### src/rtl/bcd_pkg.sv
// Shared types and helpers for the serial packed-BCD adder.
package bcd_pkg;

  typedef logic [3:0] bcd_digit_t;

  typedef enum logic [1:0] {
    IDLE = 2'd0,
    ADD  = 2'd1,
    DONE = 2'd2
  } state_t;

  // Added to a binary digit sum above 9 to wrap it back into decimal range.
  localparam bcd_digit_t BCD_CORR = 4'd6;

  // True when the nibble is a legal decimal digit (0..9).
  function automatic logic is_bcd(input bcd_digit_t nibble);
    return (nibble <= 4'd9);
  endfunction

endpackage

### src/rtl/bcd_serial_adder_ctrl_if.sv
// Request/result bundle between the operand front end and the serial BCD adder.
interface bcd_serial_adder_ctrl_if #(
  parameter int DIGITS = 4
);

  logic                  start;
  logic [4*DIGITS-1:0]   a_bcd;
  logic [4*DIGITS-1:0]   b_bcd;
  logic                  cin;
  logic                  busy;
  logic                  done;
  logic [4*DIGITS-1:0]   sum_bcd;
  logic                  cout;
  logic                  err;

  // Requester side: drives operands, observes status and result.
  modport master (
    output start, a_bcd, b_bcd, cin,
    input  busy, done, sum_bcd, cout, err
  );

  // Adder side: consumes operands, drives status and result.
  modport slave (
    input  start, a_bcd, b_bcd, cin,
    output busy, done, sum_bcd, cout, err
  );

endinterface

### src/rtl/bcd_digit_add.sv
// Single-digit decimal adder with +6 correction; purely combinational.
module bcd_digit_add
  import bcd_pkg::*;
(
  input  bcd_digit_t a,
  input  bcd_digit_t b,
  input  logic       ci,
  output bcd_digit_t digit,
  output logic       co
);

  logic [4:0] sum_bin;
  logic [4:0] sum_corr;

  // Binary sum, then wrap into decimal range when it exceeds 9.
  always_comb begin
    sum_bin  = {1'b0, a} + {1'b0, b} + {4'b0000, ci};
    sum_corr = sum_bin + {1'b0, BCD_CORR};
    digit    = sum_bin[3:0];
    co       = 1'b0;
    if (sum_bin > 5'd9) begin
      digit = sum_corr[3:0];
      co    = 1'b1;
    end
  end

endmodule

### src/rtl/bcd_serial_adder_ctrl.sv
// Sequencer that adds two packed-BCD operands one digit per clock through a
// single shared digit adder, rippling the decimal carry through a register.
module bcd_serial_adder_ctrl
  import bcd_pkg::*;
#(
  parameter int DIGITS = 4
) (
  input  logic                          clk,
  input  logic                          rst_n,
  bcd_serial_adder_ctrl_if.slave        bus
);

  localparam int W    = 4 * DIGITS;
  localparam int IDXW = (DIGITS > 1) ? $clog2(DIGITS) : 1;
  localparam logic [IDXW-1:0] LAST_IDX = IDXW'(DIGITS - 1);

  state_t          state_q, state_d;
  logic [IDXW-1:0] idx_q, idx_d;
  logic            c_q, c_d;
  logic [W-1:0]    a_q, a_d;
  logic [W-1:0]    b_q, b_d;
  logic [W-1:0]    work_q, work_d;
  logic            err_acc_q, err_acc_d;
  logic            busy_q, busy_d;
  logic            done_q, done_d;
  logic [W-1:0]    sum_q, sum_d;
  logic            cout_q, cout_d;
  logic            err_q, err_d;

  bcd_digit_t      dig_a, dig_b, dig_sum;
  logic            dig_co;

  // Select the operand digits addressed by the current index.
  always_comb begin
    dig_a = '0;
    dig_b = '0;
    for (int i = 0; i < DIGITS; i++) begin
      if (idx_q == IDXW'(i)) begin
        dig_a = a_q[4*i +: 4];
        dig_b = b_q[4*i +: 4];
      end
    end
  end

  bcd_digit_add u_digit_add (
    .a     (dig_a),
    .b     (dig_b),
    .ci    (c_q),
    .digit (dig_sum),
    .co    (dig_co)
  );

  // Next-state and datapath updates for the IDLE -> ADD -> DONE sequence.
  always_comb begin
    state_d   = state_q;
    idx_d     = idx_q;
    c_d       = c_q;
    a_d       = a_q;
    b_d       = b_q;
    work_d    = work_q;
    err_acc_d = err_acc_q;
    sum_d     = sum_q;
    cout_d    = cout_q;
    err_d     = err_q;
    done_d    = 1'b0;

    case (state_q)
      IDLE: begin
        if (bus.start) begin
          a_d       = bus.a_bcd;
          b_d       = bus.b_bcd;
          c_d       = bus.cin;
          idx_d     = '0;
          work_d    = '0;
          err_acc_d = 1'b0;
          state_d   = ADD;
        end
      end
      ADD: begin
        for (int i = 0; i < DIGITS; i++) begin
          if (idx_q == IDXW'(i)) begin
            work_d[4*i +: 4] = dig_sum;
          end
        end
        c_d       = dig_co;
        err_acc_d = err_acc_q | ~is_bcd(dig_a) | ~is_bcd(dig_b);
        if (idx_q == LAST_IDX) begin
          state_d = DONE;
        end else begin
          idx_d = idx_q + IDXW'(1);
        end
      end
      DONE: begin
        sum_d   = work_q;
        cout_d  = c_q;
        err_d   = err_acc_q;
        done_d  = 1'b1;
        state_d = IDLE;
      end
      default: begin
        state_d = IDLE;
      end
    endcase

    // Busy mirrors the registered state so it is free of input paths.
    busy_d = (state_d == ADD);
  end

  // State, datapath and output registers; reset aborts any operation.
  always_ff @(posedge clk or negedge rst_n) begin
    if (!rst_n) begin
      state_q   <= IDLE;
      idx_q     <= '0;
      c_q       <= 1'b0;
      a_q       <= '0;
      b_q       <= '0;
      work_q    <= '0;
      err_acc_q <= 1'b0;
      busy_q    <= 1'b0;
      done_q    <= 1'b0;
      sum_q     <= '0;
      cout_q    <= 1'b0;
      err_q     <= 1'b0;
    end else begin
      state_q   <= state_d;
      idx_q     <= idx_d;
      c_q       <= c_d;
      a_q       <= a_d;
      b_q       <= b_d;
      work_q    <= work_d;
      err_acc_q <= err_acc_d;
      busy_q    <= busy_d;
      done_q    <= done_d;
      sum_q     <= sum_d;
      cout_q    <= cout_d;
      err_q     <= err_d;
    end
  end

  assign bus.busy    = busy_q;
  assign bus.done    = done_q;
  assign bus.sum_bcd = sum_q;
  assign bus.cout    = cout_q;
  assign bus.err     = err_q;

endmodule

### src/flat_wrapper.sv
// flat-port wrapper written by rule: the top's interface ports become plain ports
module bcd_serial_adder_ctrl_flat import bcd_pkg::*;
#(
  parameter int DIGITS = 4
)
  (clk, rst_n, bus_start, bus_a_bcd, bus_b_bcd, bus_cin, bus_busy, bus_done, bus_sum_bcd, bus_cout, bus_err);
  bcd_serial_adder_ctrl_if #(.DIGITS(DIGITS)) bus_i ();
  input  logic clk;
  input  logic rst_n;
  input wire logic [$bits(bus_i.start)-1:0] bus_start;
  input wire logic [$bits(bus_i.a_bcd)-1:0] bus_a_bcd;
  input wire logic [$bits(bus_i.b_bcd)-1:0] bus_b_bcd;
  input wire logic [$bits(bus_i.cin)-1:0] bus_cin;
  output wire logic [$bits(bus_i.busy)-1:0] bus_busy;
  output wire logic [$bits(bus_i.done)-1:0] bus_done;
  output wire logic [$bits(bus_i.sum_bcd)-1:0] bus_sum_bcd;
  output wire logic [$bits(bus_i.cout)-1:0] bus_cout;
  output wire logic [$bits(bus_i.err)-1:0] bus_err;
  assign bus_i.start = bus_start;
  assign bus_i.a_bcd = bus_a_bcd;
  assign bus_i.b_bcd = bus_b_bcd;
  assign bus_i.cin = bus_cin;
  assign bus_busy = bus_i.busy;
  assign bus_done = bus_i.done;
  assign bus_sum_bcd = bus_i.sum_bcd;
  assign bus_cout = bus_i.cout;
  assign bus_err = bus_i.err;
  bcd_serial_adder_ctrl #(.DIGITS(DIGITS)) u_core (.clk(clk), .rst_n(rst_n), .bus(bus_i));
endmodule
### config.mk
export PLATFORM = sky130hd
export DESIGN_NAME = bcd_serial_adder_ctrl_flat
export DESIGN_NICKNAME = d
export VERILOG_FILES = /design/src/rtl/bcd_pkg.sv /design/src/rtl/bcd_serial_adder_ctrl_if.sv /design/src/rtl/bcd_digit_add.sv /design/src/rtl/bcd_serial_adder_ctrl.sv /design/src/flat_wrapper.sv
export SDC_FILE = /design/constraint.sdc
export NUM_CORES = 1
export LEC_CHECK = 0
export BUFFER_PORTS_ARGS = -buffer_cell sky130_fd_sc_hd__buf_2
export CAP_MARGIN = 20
export CORE_AREA = 5 5 89 91
export CTS_CLUSTER_DIAMETER = 50
export DETAILED_ROUTE_END_ITERATION = 12
export DIE_AREA = 0 0 94 96
export PLACE_DENSITY = 0.74
export SYNTH_ARGS = -nofsm -noshare
export SYNTH_HDL_FRONTEND = slang
export SYNTH_SLANG_ARGS = --single-unit
### constraint.sdc
create_clock -name clk -period 3.8 [get_ports clk]
set_clock_uncertainty 0.15 [all_clocks]
set_input_delay 0.19 -clock clk [delete_from_list [all_inputs] [get_ports clk]]
set_output_delay 0.19 -clock clk [all_outputs]
set_load 0.05 [all_outputs]
==> impl_metrics.yaml, run 1 <==
global_route:
  grt_start_max_net_pins: 48
  grt_first_pass_wirelength_um: 13050
  antenna_found_initial: 0
  grt_pass1_vias: 2830
  grt_overflow: 0
  grt_usage: 0.1874
floorplanning:
  dieArea_sq_um: 9024
  die_h_um: 96
  start_util: 0.4837
  die_x_um: 94
  num_io_pins: 56
  rows: 31
  core_area_sq_um: 7059
yosys:
  yosysTopAreaCell: "dfrtp_1"
  seq_area_frac_synth: 0.5423
  ys_seq_elements: 74
  synth_cell_types: 41
  syn_area_per_cell_sq_um: 9.673
  synth_edf_count: 0
  ys.flop_type: "dfrtp_1"
  synthArstFlopShare: 1.000
  ys_top_cells_by_area: "dfrtp_1, nand2_1, mux2_1, o21ai_1, a21oi_1"
  syn_nets: 399
  synth_common_cells: "nand2_1, dfrtp_1, o21ai_1"
  synth_top_area_frac: 0.5423
  synth_cells: 353
  yosys_warnings: 0
  synth.most_common_cell: "nand2_1"
  netlist_area_sq_um: 3415
setup_path:
  setup.worst_path.end_class: "flip-flop"
  cp_data_arrival_time_ns: 3.74
  start_kind: "flip-flop"
  crit_path_max_fanout: 7
  path_class: "reg2reg"
  cp.required_ns: 3.88
placed_design:
  place.detailed.hpwl_um: 5475
  numPortBuffers: 55
  place.gp.congestion: 0.8927
clock_network:
  numCtsBuffers: 9
  clk_latency_ns: 0.35
  clockBufferDepth: 2
  htreeDepth: 3
  clock-root-buffer: "clkbuf_8"
  cts_sinks: 74
  path_clk_slew_ns: 0.08
  cts_tree: "built"
timing:
  max_freq_mhz: 273.3
  period_share: 0.9629
  hold_slack_ns: 0.04337
  maxSlewHeadroom: 0.4466
  finalSetupViolCount: 0
  hold_viol_final: 0
  slew_viol_final: 0
  worst_pin_slew_ns: 0.8281
  fin_crit_ns: 3.659
detailed_routing:
  vias: 2851
  wl_um: 7886
  dr.first_iter.drc_count: 89
  antenna_left: 0
  drc: 0
  firstDrtPassIters: 4
  avgViaCountPerCell: 5.156
  routedWlPerCell_um: 14.26
hold_path:
  min_path_type: "in2reg"
job:
  maxCapViolations: 0
cells_and_area:
  syn_to_final_growth_pct: 29.90
  drive_gt1_frac: 0.2401
  fin_nets: 495
  antenna_cells: 0
  fillers: 581
outcome:
  status: "complete, no violations"
[cell type report]
cell class	count	area, sq um	area share
flip-flops and latches	74	1853	0.4178
repair buffers	102	710.7	0.1602
clock buffers	12	145.1	0.03272
inverters	17	63.81	0.01439
multi-input cells	245	1488	0.3354
clock inverters	4	51.30	0.01157
well taps	99	123.9	0.02793
[state kept, by name, indices dropped and copies added, names as in the netlist]
signal              flops
u_core.work_q          16
u_core.bus.busy         1
u_core.a_q             16
u_core.idx_q            2
u_core.state_q          2
u_core.b_q             16
u_core.bus.cout         1
u_core.bus.sum_bcd     16
u_core.c_q              1
u_core.bus.done         1
u_core.bus.err          1
u_core.err_acc_q        1
[layer usage]
metal,vias up,global-route usage,share of wire
met5,-,0,0
met4,0,0.07461,0.015
li1,1373,-,-
met1,1374,0.2280,0.43
met3,13,0.05082,0.066
met2,91,0.3176,0.49
[worst max-delay path: stages (launching register included)]
cell,delay [ns]
dfrtp_2,0.46
ha_4,0.19
nand3b_1,0.16
a21oi_1,0.13
a21oi_1,0.05
nor2_1,0.15
a21oi_2,0.06
fa_2,0.44
fa_2,0.45
xnor2_4,0.17
inv_1,0.06
ha_2,0.19
nand2_2,0.06
o21ai_2,0.07
or3_4,0.35
a311oi_4,0.28
o21ai_1,0.11
[placed cells by master (no fill, tap or decap), drive strengths merged, types with 4 or more instances in the layout]
master | netlist | final
nand2 | 105 | 105
dfrtp | 74 | 74
buf | 4 | 69
dlygate4sd3 | 0 | 33
o21ai | 28 | 28
a21oi | 21 | 21
mux2 | 18 | 18
inv | 17 | 17
nand3 | 13 | 13
clkbuf | 13 | 12
nor2 | 10 | 10
ha | 8 | 8
nand3b | 4 | 4
a22oi | 4 | 4
[final timing paths]
check,start,to,slack [ns],cells after the start
worst max register to register,u_core.idx_q[0],u_core.work_q[2],0.14,16
min in group asynchronous,rst_n,u_core.bus.sum_bcd[5],0.24,2
worst min register to register,u_core.a_q[3],u_core.a_q[3],0.33,2
worst min-delay path,bus_start,u_core.state_q[0],0.04,3
worst max-delay path,u_core.idx_q[0],u_core.work_q[2],0.14,16
max in group asynchronous,rst_n,u_core.idx_q[0],2.23,3
[per-stage QoR]
step	setup WS [ns]	cells	util	TNS, ns	area [sq um]
after global routing	-0.03934	553	0.6283	-0.04375	4436
final	0.1408	553	0.6283	0	4436
after CTS	0.02922	548	0.6173	0	4358
after global placement	0.1379	499	0.5427	0	3831
after detailed placement	0.03732	499	0.5427	0	3831
after floorplan	0.009853	353	-	0	3433
[repair_timing]
item | CTS | global route
setup endpoints to repair | 0 | 8
hold buffers | 33 | 0
hold endpoints to repair | 59 | 0
setup buffers | 0 | 5
gates resized for setup | 0 | 12
[cells by family after synthesis]
kind of cell	count (synthesis)	synth area share
buffers and inverters	34	0.03884
AOI/OAI and AO/OA	66	0.1165
DFF	74	0.5423
xor gates and xnor gates	2	0.007330
and+or+nand+nor	146	0.1858
muxes	21	0.06816
adders and majority gates	10	0.04104
Power of run 1 is left out: the tool's default activity adds up to more than one toggle a clock period on the data nets, which glitch-free logic cannot reach.
==> run 2, diff against run 1 <==
--- a/config.mk
+++ b/config.mk
@@ -11,7 +11,8 @@
 export CTS_CLUSTER_DIAMETER = 50
 export DETAILED_ROUTE_END_ITERATION = 12
 export DIE_AREA = 0 0 94 96
-export PLACE_DENSITY = 0.74
+export PLACE_DENSITY_LB_ADDON = 0.1
+export SETUP_SLACK_MARGIN = 0.5
 export SYNTH_ARGS = -nofsm -noshare
 export SYNTH_HDL_FRONTEND = slang
 export SYNTH_SLANG_ARGS = --single-unit
==> impl_metrics.yaml, run 2 (same netlist as run 1, synthesis figures left out) <==
outcome:
  status: "complete, no violations"
timing:
  hold_viol_final: 0
  slew_viol_final: 0
  worst_pin_slew_ns: 0.8230
  period_share: 0.9364
  setup_tns_ns: 0
  maxSlewHeadroom: 0.4500
  fin_crit_ns: 3.558
  rsz0062_at_grt: "yes"
  finalSetupViolCount: 0
  max_freq_mhz: 281.0
cells_and_area:
  fin_nets: 500
  design_area_sq_um: 4464
  register_area_sq_um: 1853
  drive_gt1_frac: 0.2489
  multi_input_area_sq_um: 1513
  final_cell_mix: "nand2_1, dfrtp_1, buf_2"
  final_cells: 557
  mostFrequentLayoutCell: "nand2_1"
  antenna_cells: 0
  fillers: 630
  syn_to_final_growth_pct: 30.74
global_route:
  use_met2: 0.3182
  grt_usage: 0.1862
  grt_util_met1: 0.2359
  grtUsageMet3: 0.04769
  grt_overflow: 0
  antenna_found_initial: 0
  grt_pass1_vias: 2681
  grt.busiest_layer: "met2"
  grt_start_max_net_pins: 30
  grt_first_pass_wirelength_um: 12880
clock_network:
  cts_tree: "built"
  htreeDepth: 3
  cts_sinks: 74
  numCtsBuffers: 9
  path_clk_slew_ns: 0.07
  clk_latency_ns: 0.35
  clock-root-buffer: "clkbuf_8"
  clockBufferDepth: 2
detailed_routing:
  firstDrtPassIters: 4
  drc: 0
  dr.first_iter.drc_count: 109
  avgViaCountPerCell: 4.921
  routedWlPerCell_um: 14.05
  antenna_left: 0
  wl_um: 7827
  vias: 2741
floorplanning:
  num_io_pins: 56
  core_area_sq_um: 7059
  dieArea_sq_um: 9024
  rows: 31
  die_x_um: 94
  start_util: 0.4837
  die_h_um: 96
setup_path:
  setup.worst_path.end_class: "flip-flop"
  max_stage_delay_ns: 0.45
  cp_num_buf_inv: 2
  start_kind: "flip-flop"
  cp_top_family: "adder cells"
  path_class: "reg2reg"
  crit_chain: "inv_2, ha_2, nand3b_1, a21oi_1, a21oi_1, nor2_1, a21oi_2, fa_2, fa_2, xnor2_4, inv_1, ha_2, nand2_2, o21ai_2, or3_4, a311oi_4, o21ai_1"
  cp.required_ns: 3.87
  crit_path_max_fanout: 4
  cp_slowest_cell: "fa_2"
  cp_data_arrival_time_ns: 3.62
placed_design:
  place_area_sq_um: 3851
  place_inst: 499
  numPortBuffers: 55
  place.detailed.hpwl_um: 5692
  place.gp.congestion: 0.8972
hold_path:
  min_path_type: "in2reg"
job:
  maxCapViolations: 0
## run 2: cell types whose count changed in the layout (fill, tap and decap cells not counted), moves of 2 or more
cell and delta:
buf_4 +4, ha_1 +2, mux2i_1 -2, clkinvlp_4 +2
## run 2: what timing repair did
item	4_1_cts	5_1_grt
gates resized for setup	5	3
endpoints found under the hold margin	55	0
setup endpoints to repair	13	13
pin swaps	5	5
hold buffers	34	0
cloned	0	0
buffers inserted	7	2
## run 2: final timing paths
kind / cells past startpoint / startpoint / end / slack (ns)
max: 17 / u_core.idx_q[0] / u_core.work_q[2] / 0.24
min: 3 / bus_cin / u_core.c_q / 0.08
max reg2reg: 17 / u_core.idx_q[0] / u_core.work_q[2] / 0.24
min reg2reg: 2 / u_core.a_q[3] / u_core.a_q[3] / 0.33
max in group asynchronous: 3 / rst_n / u_core.work_q[13] / 2.55
min in group asynchronous: 2 / rst_n / u_core.b_q[3] / 0.19
## run 2: final cells by class
| class | instances | area share |
|---|---|---|
| clock inverters | 5 | 0.007287 |
| repair buffers | 107 | 0.1682 |
| clock buffers | 10 | 0.02859 |
| inverters | 17 | 0.01429 |
| flip-flops and latches | 74 | 0.4151 |
| multi-input cells | 245 | 0.3388 |
| well taps | 99 | 0.02775 |
## run 2: worst reg2reg max path, stage by stage, from the launching register on
cell and delay [ns]:
dfrtp_2 0.44, inv_2 0.08, ha_2 0.19, nand3b_1 0.08, a21oi_1 0.14, a21oi_1 0.05
nor2_1 0.13, a21oi_2 0.06, fa_2 0.38, fa_2 0.45, xnor2_4 0.15, inv_1 0.06
ha_2 0.19, nand2_2 0.05, o21ai_2 0.07, or3_4 0.35, a311oi_4 0.29, o21ai_1 0.12
## run 2: metrics by stage
| stage | util | setup WS, ns | hold WS [ns] |
|---|---|---|---|
| 2_1_floorplan | - | 0.1587 | -0.2556 |
| 3_3_place_gp | 0.5456 | 0.2444 | 0.04072 |
| 3_5_place_dp | 0.5456 | 0.1041 | 0.03759 |
| 4_1_cts | 0.6281 | 0.2396 | 0.09541 |
| 5_1_grt | 0.6324 | 0.03449 | 0.06767 |
| 6_report | 0.6324 | 0.2418 | 0.07813 |
## run 2: metal layers
metal	up-vias	part of all wire
li1	1374	-
met1	1294	0.45
met2	69	0.50
met3	4	0.042
met4	0	0.0073
met5	-	0
Power of run 2 is left out for the same reason.
==> run 3, diff against run 2 <==
--- a/config.mk
+++ b/config.mk
@@ -8,6 +8,7 @@
 export BUFFER_PORTS_ARGS = -buffer_cell sky130_fd_sc_hd__buf_2
 export CAP_MARGIN = 20
 export CORE_AREA = 5 5 89 91
+export CTS_BUF_LIST = sky130_fd_sc_hd__clkbuf_4 sky130_fd_sc_hd__clkbuf_8 sky130_fd_sc_hd__clkbuf_16
 export CTS_CLUSTER_DIAMETER = 50
 export DETAILED_ROUTE_END_ITERATION = 12
 export DIE_AREA = 0 0 94 96
==> impl_metrics.yaml, run 3 (same netlist as run 1, synthesis figures left out) <==
outcome:
  status: "complete, no violations"
clock_network:
  clk_latency_ns: 0.35
  cts_sinks: 74
  clockBufferDepth: 2
  clock-root-buffer: "clkbuf_8"
  path_clk_slew_ns: 0.07
  cts_tree: "built"
  numCtsBuffers: 9
  htreeDepth: 3
timing:
  hold_viol_final: 0
  fin_crit_ns: 3.558
  hold_slack_ns: 0.07823
  max_freq_mhz: 281.0
  maxSlewHeadroom: 0.4500
  rsz0062_at_grt: "yes"
  period_share: 0.9364
  slew_viol_final: 0
  finalSetupViolCount: 0
  setup_tns_ns: 0
  worst_pin_slew_ns: 0.8230
detailed_routing:
  wl_um: 7826
  routedWlPerCell_um: 14.05
  firstDrtPassIters: 4
  antenna_left: 0
  dr.first_iter.drc_count: 109
  vias: 2735
  drc: 0
  avgViaCountPerCell: 4.910
setup_path:
  cp_slowest_cell: "fa_2"
  crit_path_max_fanout: 4
  path_class: "reg2reg"
  setup.worst_path.end_class: "flip-flop"
  cp_top_family: "adder cells"
  reg2reg_to: "u_core.work_q[2]"
  start_kind: "flip-flop"
  cp_num_buf_inv: 2
  cp.required_ns: 3.87
  worst_r2r_startpoint: "u_core.idx_q[0]"
  reg2regPathDepth: 17
  max_stage_delay_ns: 0.45
  crit_path_start: "u_core.idx_q[0]"
  cp_data_arrival_time_ns: 3.62
  ff2ff_setup_slack_ns: 0.24
  crit_chain: "inv_2, ha_2, nand3b_1, a21oi_1, a21oi_1, nor2_1, a21oi_2, fa_2, fa_2, xnor2_4, inv_1, ha_2, nand2_2, o21ai_2, or3_4, a311oi_4, o21ai_1"
placed_design:
  place.detailed.hpwl_um: 5692
  place_area_sq_um: 3851
  numPortBuffers: 55
  place.gp.congestion: 0.8972
  place_inst: 499
cells_and_area:
  syn_to_final_growth_pct: 30.85
  final_cell_mix: "nand2_1, dfrtp_1, buf_2"
  multi_input_area_sq_um: 1513
  design_area_sq_um: 4468
  fin_nets: 500
  fillers: 630
  final_cells: 557
  register_area_sq_um: 1853
  antenna_cells: 0
  drive_gt1_frac: 0.2511
  mostFrequentLayoutCell: "nand2_1"
global_route:
  grt_start_max_net_pins: 30
  antenna_found_initial: 0
  grt_pass1_vias: 2681
  grt_first_pass_wirelength_um: 12880
  grt_overflow: 0
  grt_usage: 0.1862
hold_path:
  holdPathStages: 3
  worstHoldEndpoint: "u_core.c_q"
  min_path_type: "in2reg"
  min_from: "bus_cin"
floorplanning:
  die_h_um: 96
  core_area_sq_um: 7059
  die_x_um: 94
  rows: 31
  dieArea_sq_um: 9024
  num_io_pins: 56
  start_util: 0.4837
job:
  maxCapViolations: 0
[run 3: cell counts in the layout (fill, tap and decap cells not counted)]
Identical to the previous run, type by type.
[run 3: layer usage]
metal	GRT usage	part of all wire
met1	0.2359	0.45
met2	0.3182	0.50
met3	0.04769	0.040
met4	0.05054	0.0073
met5	0	0
[run 3: area by class of cell]
cell class,count,area share
Tap cell,99,0.02772
Sequential cell,74,0.4147
Multi-Input combinational cell,245,0.3386
Clock inverter,5,0.007281
Timing Repair Buffer,107,0.1680
Inverter,17,0.01428
Clock buffer,10,0.02940
[run 3: how the worst max path moves through the flow]
stage,to,slack (ns),cells past startpoint
2_1_floorplan,u_core.work_q[10],0.16,18
3_3_place_gp,u_core.work_q[10],0.24,17
3_5_place_dp,u_core.work_q[5],0.10,17
4_1_cts,u_core.work_q[2],0.24,17
5_1_grt,u_core.work_q[6],0.03,17
6_report,u_core.work_q[2],0.24,17
[run 3: what timing repair did]
item	in CTS	in global routing
gates resized for setup	5	3
endpoints found under the setup margin	13	13
endpoints found under the hold margin	55	0
hold buffers	34	0
setup buffers	7	2
pin swaps	5	5
[run 3: worst reg2reg max path: stages, from the launching register on]
cell	delay [ns]
dfrtp_2	0.44
inv_2	0.08
ha_2	0.19
nand3b_1	0.08
a21oi_1	0.14
a21oi_1	0.05
nor2_1	0.13
a21oi_2	0.06
fa_2	0.38
fa_2	0.45
xnor2_4	0.15
inv_1	0.06
ha_2	0.19
nand2_2	0.05
o21ai_2	0.07
or3_4	0.35
a311oi_4	0.29
o21ai_1	0.12
[run 3: through the flow]
stage                     worst slack, ns  utilization
after global routing              0.03496       0.6329
after CTS                          0.2396       0.6287
final                              0.2418       0.6329
after detailed placement           0.1041       0.5456
after global placement             0.2444       0.5456
after floorplan                    0.1587            -
Power of run 3 is left out for the same reason.
